==> src/rtl/sw_top.sv <==
// Stopwatch: button debounce, BCD time 00.00-59.99 with minute count on LEDs,
// lap hold and multiplexed 7-segment scan. All board outputs registered.

module sw_db #(
  parameter int unsigned DEBOUNCE_CYCLES = 500_000
) (
  input  logic clk,
  input  logic rst_n,
  input  logic btn,
  output logic press
);
  localparam int CW = $clog2(DEBOUNCE_CYCLES + 1);

  logic          s1_q, s1_d, s2_q, s2_d, acc_q, acc_d, prev_q, prev_d;
  logic [CW-1:0] cnt_q, cnt_d;

  always_comb begin
    s1_d   = btn;
    s2_d   = s1_q;
    prev_d = acc_q;
    acc_d  = acc_q;
    cnt_d  = '0;
    // cnt_q counts consecutive cycles the synchronized level differs from acc_q
    if (s2_q != acc_q) begin
      if (cnt_q == CW'(DEBOUNCE_CYCLES - 1)) acc_d = s2_q;
      else                                   cnt_d = cnt_q + CW'(1);
    end
  end

  always_ff @(posedge clk) begin
    if (!rst_n) begin
      s1_q <= 1'b0; s2_q <= 1'b0; acc_q <= 1'b0; prev_q <= 1'b0; cnt_q <= '0;
    end else begin
      s1_q <= s1_d; s2_q <= s2_d; acc_q <= acc_d; prev_q <= prev_d; cnt_q <= cnt_d;
    end
  end

  assign press = acc_q & ~prev_q;
endmodule

module sw_top #(
  parameter int unsigned TICK_DIV        = 1_000_000,
  parameter int unsigned REFRESH_DIV     = 100_000,
  parameter int unsigned DEBOUNCE_CYCLES = 500_000
) (
  input  logic        CLK,
  input  logic        RESET,
  input  logic        BTNC,
  input  logic        BTND,
  input  logic        BTNU,
  input  logic        BTNL,
  input  logic        BTNR,
  output logic [11:0] SEG,
  output logic [7:0]  LED
);
  localparam int NUM_BTN = 3;
  localparam int PW      = $clog2(TICK_DIV + 1);
  localparam int RW      = $clog2(REFRESH_DIV + 1);

  logic [NUM_BTN-1:0] btn_raw, press;
  logic               unused_btn;
  assign btn_raw    = {BTNU, BTND, BTNC};
  assign unused_btn = BTNL ^ BTNR;

  for (genvar g = 0; g < NUM_BTN; g++) begin : g_db
    sw_db #(.DEBOUNCE_CYCLES(DEBOUNCE_CYCLES)) u_db (
      .clk(CLK), .rst_n(RESET), .btn(btn_raw[g]), .press(press[g])
    );
  end

  logic            running_q, running_d, lap_q, lap_d;
  logic [PW-1:0]   presc_q, presc_d;
  logic [3:0][3:0] dig_q, dig_d, latch_q, latch_d;
  logic [6:0]      min_q, min_d;
  logic [RW-1:0]   ref_q, ref_d;
  logic [1:0]      idx_q, idx_d;
  logic [11:0]     seg_q, seg_d;
  logic [7:0]      led_q, led_d;
  logic            tick, clr, carry;
  logic [3:0]      shown, lim;
  logic [6:0]      segs;

  always_comb begin
    tick      = running_q && (presc_q == PW'(TICK_DIV - 1));
    // start/stop wins over a simultaneous clear; clear only acts while stopped
    clr       = press[1] && !press[0] && !running_q;
    running_d = running_q ^ press[0];
    presc_d   = presc_q;
    dig_d     = dig_q;
    min_d     = min_q;
    carry     = 1'b0;
    lim       = 4'd9;
    if (clr) begin
      presc_d = '0;
      dig_d   = '0;
      min_d   = '0;
    end else if (tick) begin
      presc_d = '0;
      carry   = 1'b1;
      for (int i = 0; i < 4; i++) begin
        lim = (i == 3) ? 4'd5 : 4'd9;
        if (carry) begin
          if (dig_q[i] == lim) dig_d[i] = 4'd0;
          else begin
            dig_d[i] = dig_q[i] + 4'd1;
            carry    = 1'b0;
          end
        end
      end
      if (carry) min_d = min_q + 7'd1;
    end else if (running_q) begin
      presc_d = presc_q + PW'(1);
    end

    lap_d   = clr ? 1'b0 : (lap_q ^ press[2]);
    latch_d = (press[2] && !lap_q && !clr) ? dig_q : latch_q;

    if (ref_q == RW'(REFRESH_DIV - 1)) begin
      ref_d = '0;
      idx_d = idx_q + 2'd1;
    end else begin
      ref_d = ref_q + RW'(1);
      idx_d = idx_q;
    end

    shown = lap_q ? latch_q[idx_q] : dig_q[idx_q];
    case (shown)
      4'd0: segs = 7'h40;  4'd1: segs = 7'h79;  4'd2: segs = 7'h24;
      4'd3: segs = 7'h30;  4'd4: segs = 7'h19;  4'd5: segs = 7'h12;
      4'd6: segs = 7'h02;  4'd7: segs = 7'h78;  4'd8: segs = 7'h00;
      4'd9: segs = 7'h10;  default: segs = 7'h7F;
    endcase
    seg_d = {~(4'b0001 << idx_q), (idx_q != 2'd2), segs};
    led_d = {min_d, running_d};
  end

  always_ff @(posedge CLK) begin
    if (!RESET) begin
      running_q <= 1'b0;  lap_q <= 1'b0;  presc_q <= '0;
      dig_q     <= '0;    latch_q <= '0;  min_q <= '0;
      ref_q     <= '0;    idx_q <= '0;
      seg_q     <= 12'hEC0;
      led_q     <= 8'h00;
    end else begin
      running_q <= running_d;  lap_q <= lap_d;  presc_q <= presc_d;
      dig_q     <= dig_d;      latch_q <= latch_d;  min_q <= min_d;
      ref_q     <= ref_d;      idx_q <= idx_d;
      seg_q     <= seg_d;
      led_q     <= led_d;
    end
  end

  assign SEG = seg_q;
  assign LED = led_q;
endmodule

==> config.mk <==
export PLATFORM = sky130hd
export DESIGN_NAME = sw_top
export DESIGN_NICKNAME = d
export VERILOG_FILES = /design/src/rtl/sw_top.sv
export SDC_FILE = /design/constraint.sdc
export NUM_CORES = 1
export LEC_CHECK = 0
export BUFFER_PORTS_ARGS = -buffer_cell sky130_fd_sc_hd__buf_2
export CORE_UTILIZATION = 34
export CTS_BUF_LIST = sky130_fd_sc_hd__clkbuf_8
export DETAILED_ROUTE_END_ITERATION = 6
export GPL_TIMING_DRIVEN = 0
export SYNTH_ARGS = -nofsm -noshare
export SYNTH_HDL_FRONTEND = slang
export SYNTH_SLANG_ARGS = --single-unit
==> constraint.sdc <==
create_clock -name CLK -period 3.2 [get_ports CLK]
set_input_delay 0.32 -clock CLK [delete_from_list [all_inputs] [get_ports CLK]]
set_output_delay 0.32 -clock CLK [all_outputs]
set_load 0.02 [all_outputs]
==> flow_summary_export.csv <==
group,metric,value,unit
clocking,cts_tree,"done",
power_and_ir_drop,clockPowerShare,0.421,
power_and_ir_drop,p_seq_frac,0.564,
sta,rsz0062_at_grt,"false",
yosys,synth-edff-count,0,
sta,finalHoldViolations,0,
clocking,root_buffer,"clkbuf_8",
power_and_ir_drop,p_per_area,440,mW/mm2
drt,drc_errors,0,
place,dp_slack,0.842,ns
critical_path,worstPathCellList,"buf_6 -> mux4_2 -> mux2i_1 -> inv_1 -> ha_1 -> and2b_1 -> o21ai_1 -> and3_1",
worst_hold_path,hold_class,"in2reg",
power_and_ir_drop,swShare,0.214,
power_and_ir_drop,fin_total_pwr,3.55,mW
finish,nets,848,
power_and_ir_drop,vdd_ir_drop_max,251,uV
grt,grt_max_degree,17,
finish,n_fill_cell,2087,
sta,slew_headroom,0.566,
yosys,yosysTopAreaCell,"dfxtp_1",
yosys,avgSynthCellArea,9.21,um2
yosys,synth_top_cell_area_share,0.445,
flow_run,maxCapViolations,0,
critical_path,r2r-end,"SEG[3]",
floorplan,start_util,0.351,
clocking,cts.clk_slew.worst_paths,0.08,ns
sta,fin_tns_setup,0,ns
critical_path,required,3.53,ns
sta,fmax,430,MHz
critical_path,end_kind,"flop",
critical_path,cp-startpoint,"idx_q[0]",
clocking,ctsHoldBuffers,0,
yosys,synthSimpleGateAreaFrac,0.273,
yosys,synth_seq_cells,160,
yosys,synthXorXnorAreaFrac,0.120,
yosys,syn_inst,782,
sta,final_max_slew_viol_count,0,
floorplan,dieArea,0.0218,mm2
sta,fin_ws,0.873,ns
power_and_ir_drop,p_switching,0.759,mW
clocking,post-cts-setup-buffers,0,
finish,n_antenna_cell,0,
sta,period_needed,2.33,ns
clocking,worst_skew_pair.late_latency,0.44,ns
finish,area_growth,11.9,%
yosys,yosys_warnings,0,
finish,drive_gt1_frac,0.121,
critical_path,cp_slowest_stage_delay,0.52,ns
critical_path,arrival,2.66,ns
drt,viasPerCell,4.72,
yosys,yosys-top-cells-count,"160 x dfxtp_1, 153 x nor2_1, 53 x nand2_1",
yosys,yosys.cell_types.count,56,
worst_hold_path,hold_depth,2,
critical_path,critPathMaxFanout,10,
drt,drt-pass1-iter-count,5,
place,globalplace.congestion,0.751,
yosys,synthMuxAreaShare,0.0731,
grt,first_global_vias,4928,
power_and_ir_drop,power.internal,2.79,mW
drt,drtAntennaViolNets,0,
critical_path,slowest_stage,"mux4_2",
clocking,cts_resized,0,
yosys,syn-num-nets,805,
power_and_ir_drop,p_comb_frac,0.014,
grt,grt_pass1_wl,23400,um
yosys,synthAdderAreaFrac,0.0278,
critical_path,start_kind,"flop",
clocking,clock_path_buffers,2,
sta,clock_skew,0.00809,ns
drt,drt_wl_total,13400,um
place,dp_hpwl,9530,um
sta,final-setup-viol-count,0,
power_and_ir_drop,leakage,2.99,nW
yosys,syn_area,0.00720,mm2
drt,num_vias,5235,
floorplan,core_area,0.0205,mm2
yosys,async_flop_share,0,
grt,antenna_found_initial,0,
sta,period_share,0.727,
grt,grt_usage,0.132,
critical_path,reg2reg_setup_slack,0.87,ns
grt,grt_overflow,0,
yosys,synth.most_common_cell,"dfxtp_1",
yosys,synth-compound-area-share,0.0273,
critical_path,timing.rr.start,"idx_q[0]",
place,portBuffers,24,
drt,wl_per_cell,12.1,um
clocking,cts.sink_count,160,
floorplan,ios,27,
sta,max_slew.worst_pin.slew,0.650,ns
critical_path,r2r_cells,8,
status,status,"finished, final reports clean",
floorplan,core.rowCount,52,
drt,drtIter0Drc,227,
clocking,numCtsBuffers,17,
yosys,ys_dominant_reg_cell,"dfxtp_1",
floorplan,die_h,148,um
clocking,htreeDepth,4,
critical_path,cp-endpoint,"SEG[3]",
floorplan,die_w,148,um
yosys,seq_area_frac_synth,0.445,
yosys,synth_area_leaders,"dfxtp_1 44%, nor2_1 8.0%, xor2_1 6.3%",
critical_path,timing_worst_setup_path_type,"reg2reg",
yosys,synth_top_family_by_area,"simple AND/OR/NAND/NOR gates",
## flip-flops by register name, summed over array words and instances, names as in the netlist, 7 cells and up
signal,count
SEG,11
latch_q,16
min_q,7
dig_q,16
g_db.u_db.cnt_q,57
ref_q,17
presc_q,20
## critical path, delay by kind of cell (launching register included)
kind                       cells  cell delay [ns]
AOI/OAI and AO/OA              1             0.07
adders and majority gates      1             0.19
buffers and inverters          2             0.31
DFF                            1             0.38
muxes                          2             0.91
and+or+nand+nor                2             0.37
## stage by stage
step                std cells  area [um2]   util  hold slack (ns)
floorplan                 782        7200      -            0.412
global placement         1076        7660  0.374            0.422
detailed placement       1076        7660  0.374            0.433
CTS                      1108        8060  0.393           0.0638
global route             1108        8060  0.393           0.0489
finish                   1108        8060  0.393           0.0904
## cell families (layout without fill, tap and decap cells)
group,Yosys count,in the layout
compound gates,31,31
xor+xnor,99,99
fa+ha+maj,16,16
buf+inv,51,107
flops,160,160
mux,40,40
simple gates,385,385
## cell usage in the layout (no fill, tap or decap), types with 3 or more instances in the layout
cell / synthesis / layout
dfxtp_1: 160 / 160
nor2_1: 153 / 153
nand2_1: 53 / 53
xor2_1: 52 / 52
xnor2_1: 47 / 47
nand3_1: 44 / 44
buf_2: 16 / 40
mux2i_1: 29 / 29
nand4_1: 25 / 25
inv_1: 21 / 23
nor3_1: 19 / 19
clkbuf_8: 0 / 18
and3_1: 16 / 16
ha_1: 16 / 16
and2_1: 13 / 13
and4_1: 12 / 12
a21oi_1: 12 / 12
mux4_2: 8 / 8
clkinv_2: 0 / 7
nor4_1: 6 / 6
clkbuf_1: 5 / 5
a31oi_1: 5 / 5
nand3b_1: 5 / 5
nor2b_1: 4 / 4
nand2b_1: 4 / 4
buf_4: 4 / 4
o21ai_0: 4 / 4
or3_1: 4 / 4
nor4b_2: 3 / 3
and4bb_1: 3 / 3
nor3b_1: 3 / 3
nand4b_1: 3 / 3
nor4b_1: 3 / 3
bufinv_16: 0 / 3
## per-layer routing
| metal | vias up | part of all wire | wire length (um) | GRT usage |
|---|---|---|---|---|
| met1 | 2452 | 0.51 | 6870 | 0.176 |
| met4 | 0 | 0.0065 | 87 | 0.0356 |
| met3 | 4 | 0.028 | 372 | 0.0355 |
| met5 | - | 0 | 0 | 0 |
| met2 | 40 | 0.45 | 6070 | 0.211 |
| li1 | 2739 | - | - | - |
## layout make-up
cell class | count | area, um2 | share of cell area
multi-input cells | 571 | 3760 | 0.466
flip-flops and latches | 160 | 3200 | 0.398
well taps | 270 | 338 | 0.0419
clock buffers | 18 | 248 | 0.0308
plain buffers | 29 | 159 | 0.0197
clock inverters | 14 | 149 | 0.0185
repair buffers | 24 | 120 | 0.0149
inverters | 22 | 82.6 | 0.0103
## how the worst min path moves through the flow
stage | startpoint | slack (ns) | endpoint
after floorplan | g_db[0].u_db.s1_q | 0.41 | g_db[0].u_db.s2_q
after global placement | g_db[2].u_db.s1_q | 0.42 | g_db[2].u_db.s2_q
after detailed placement | g_db[0].u_db.s1_q | 0.43 | g_db[0].u_db.s2_q
after CTS | BTNU | 0.06 | g_db[2].u_db.s1_q
after global routing | BTNU | 0.05 | g_db[2].u_db.s1_q
final | BTNU | 0.09 | g_db[2].u_db.s1_q
## power by group through the flow
stage,Combinational [mW],Clock [mW],Sequential (mW)
finish,0.0510,1.49,2.00
global route,0.0577,1.64,2.00
CTS,0.0526,1.54,2.00
detailed placement,0.0523,0,2.05
global placement,0.0523,0,2.05
floorplan,0.0341,0,2.05
(Power assumes the default switching activity.)
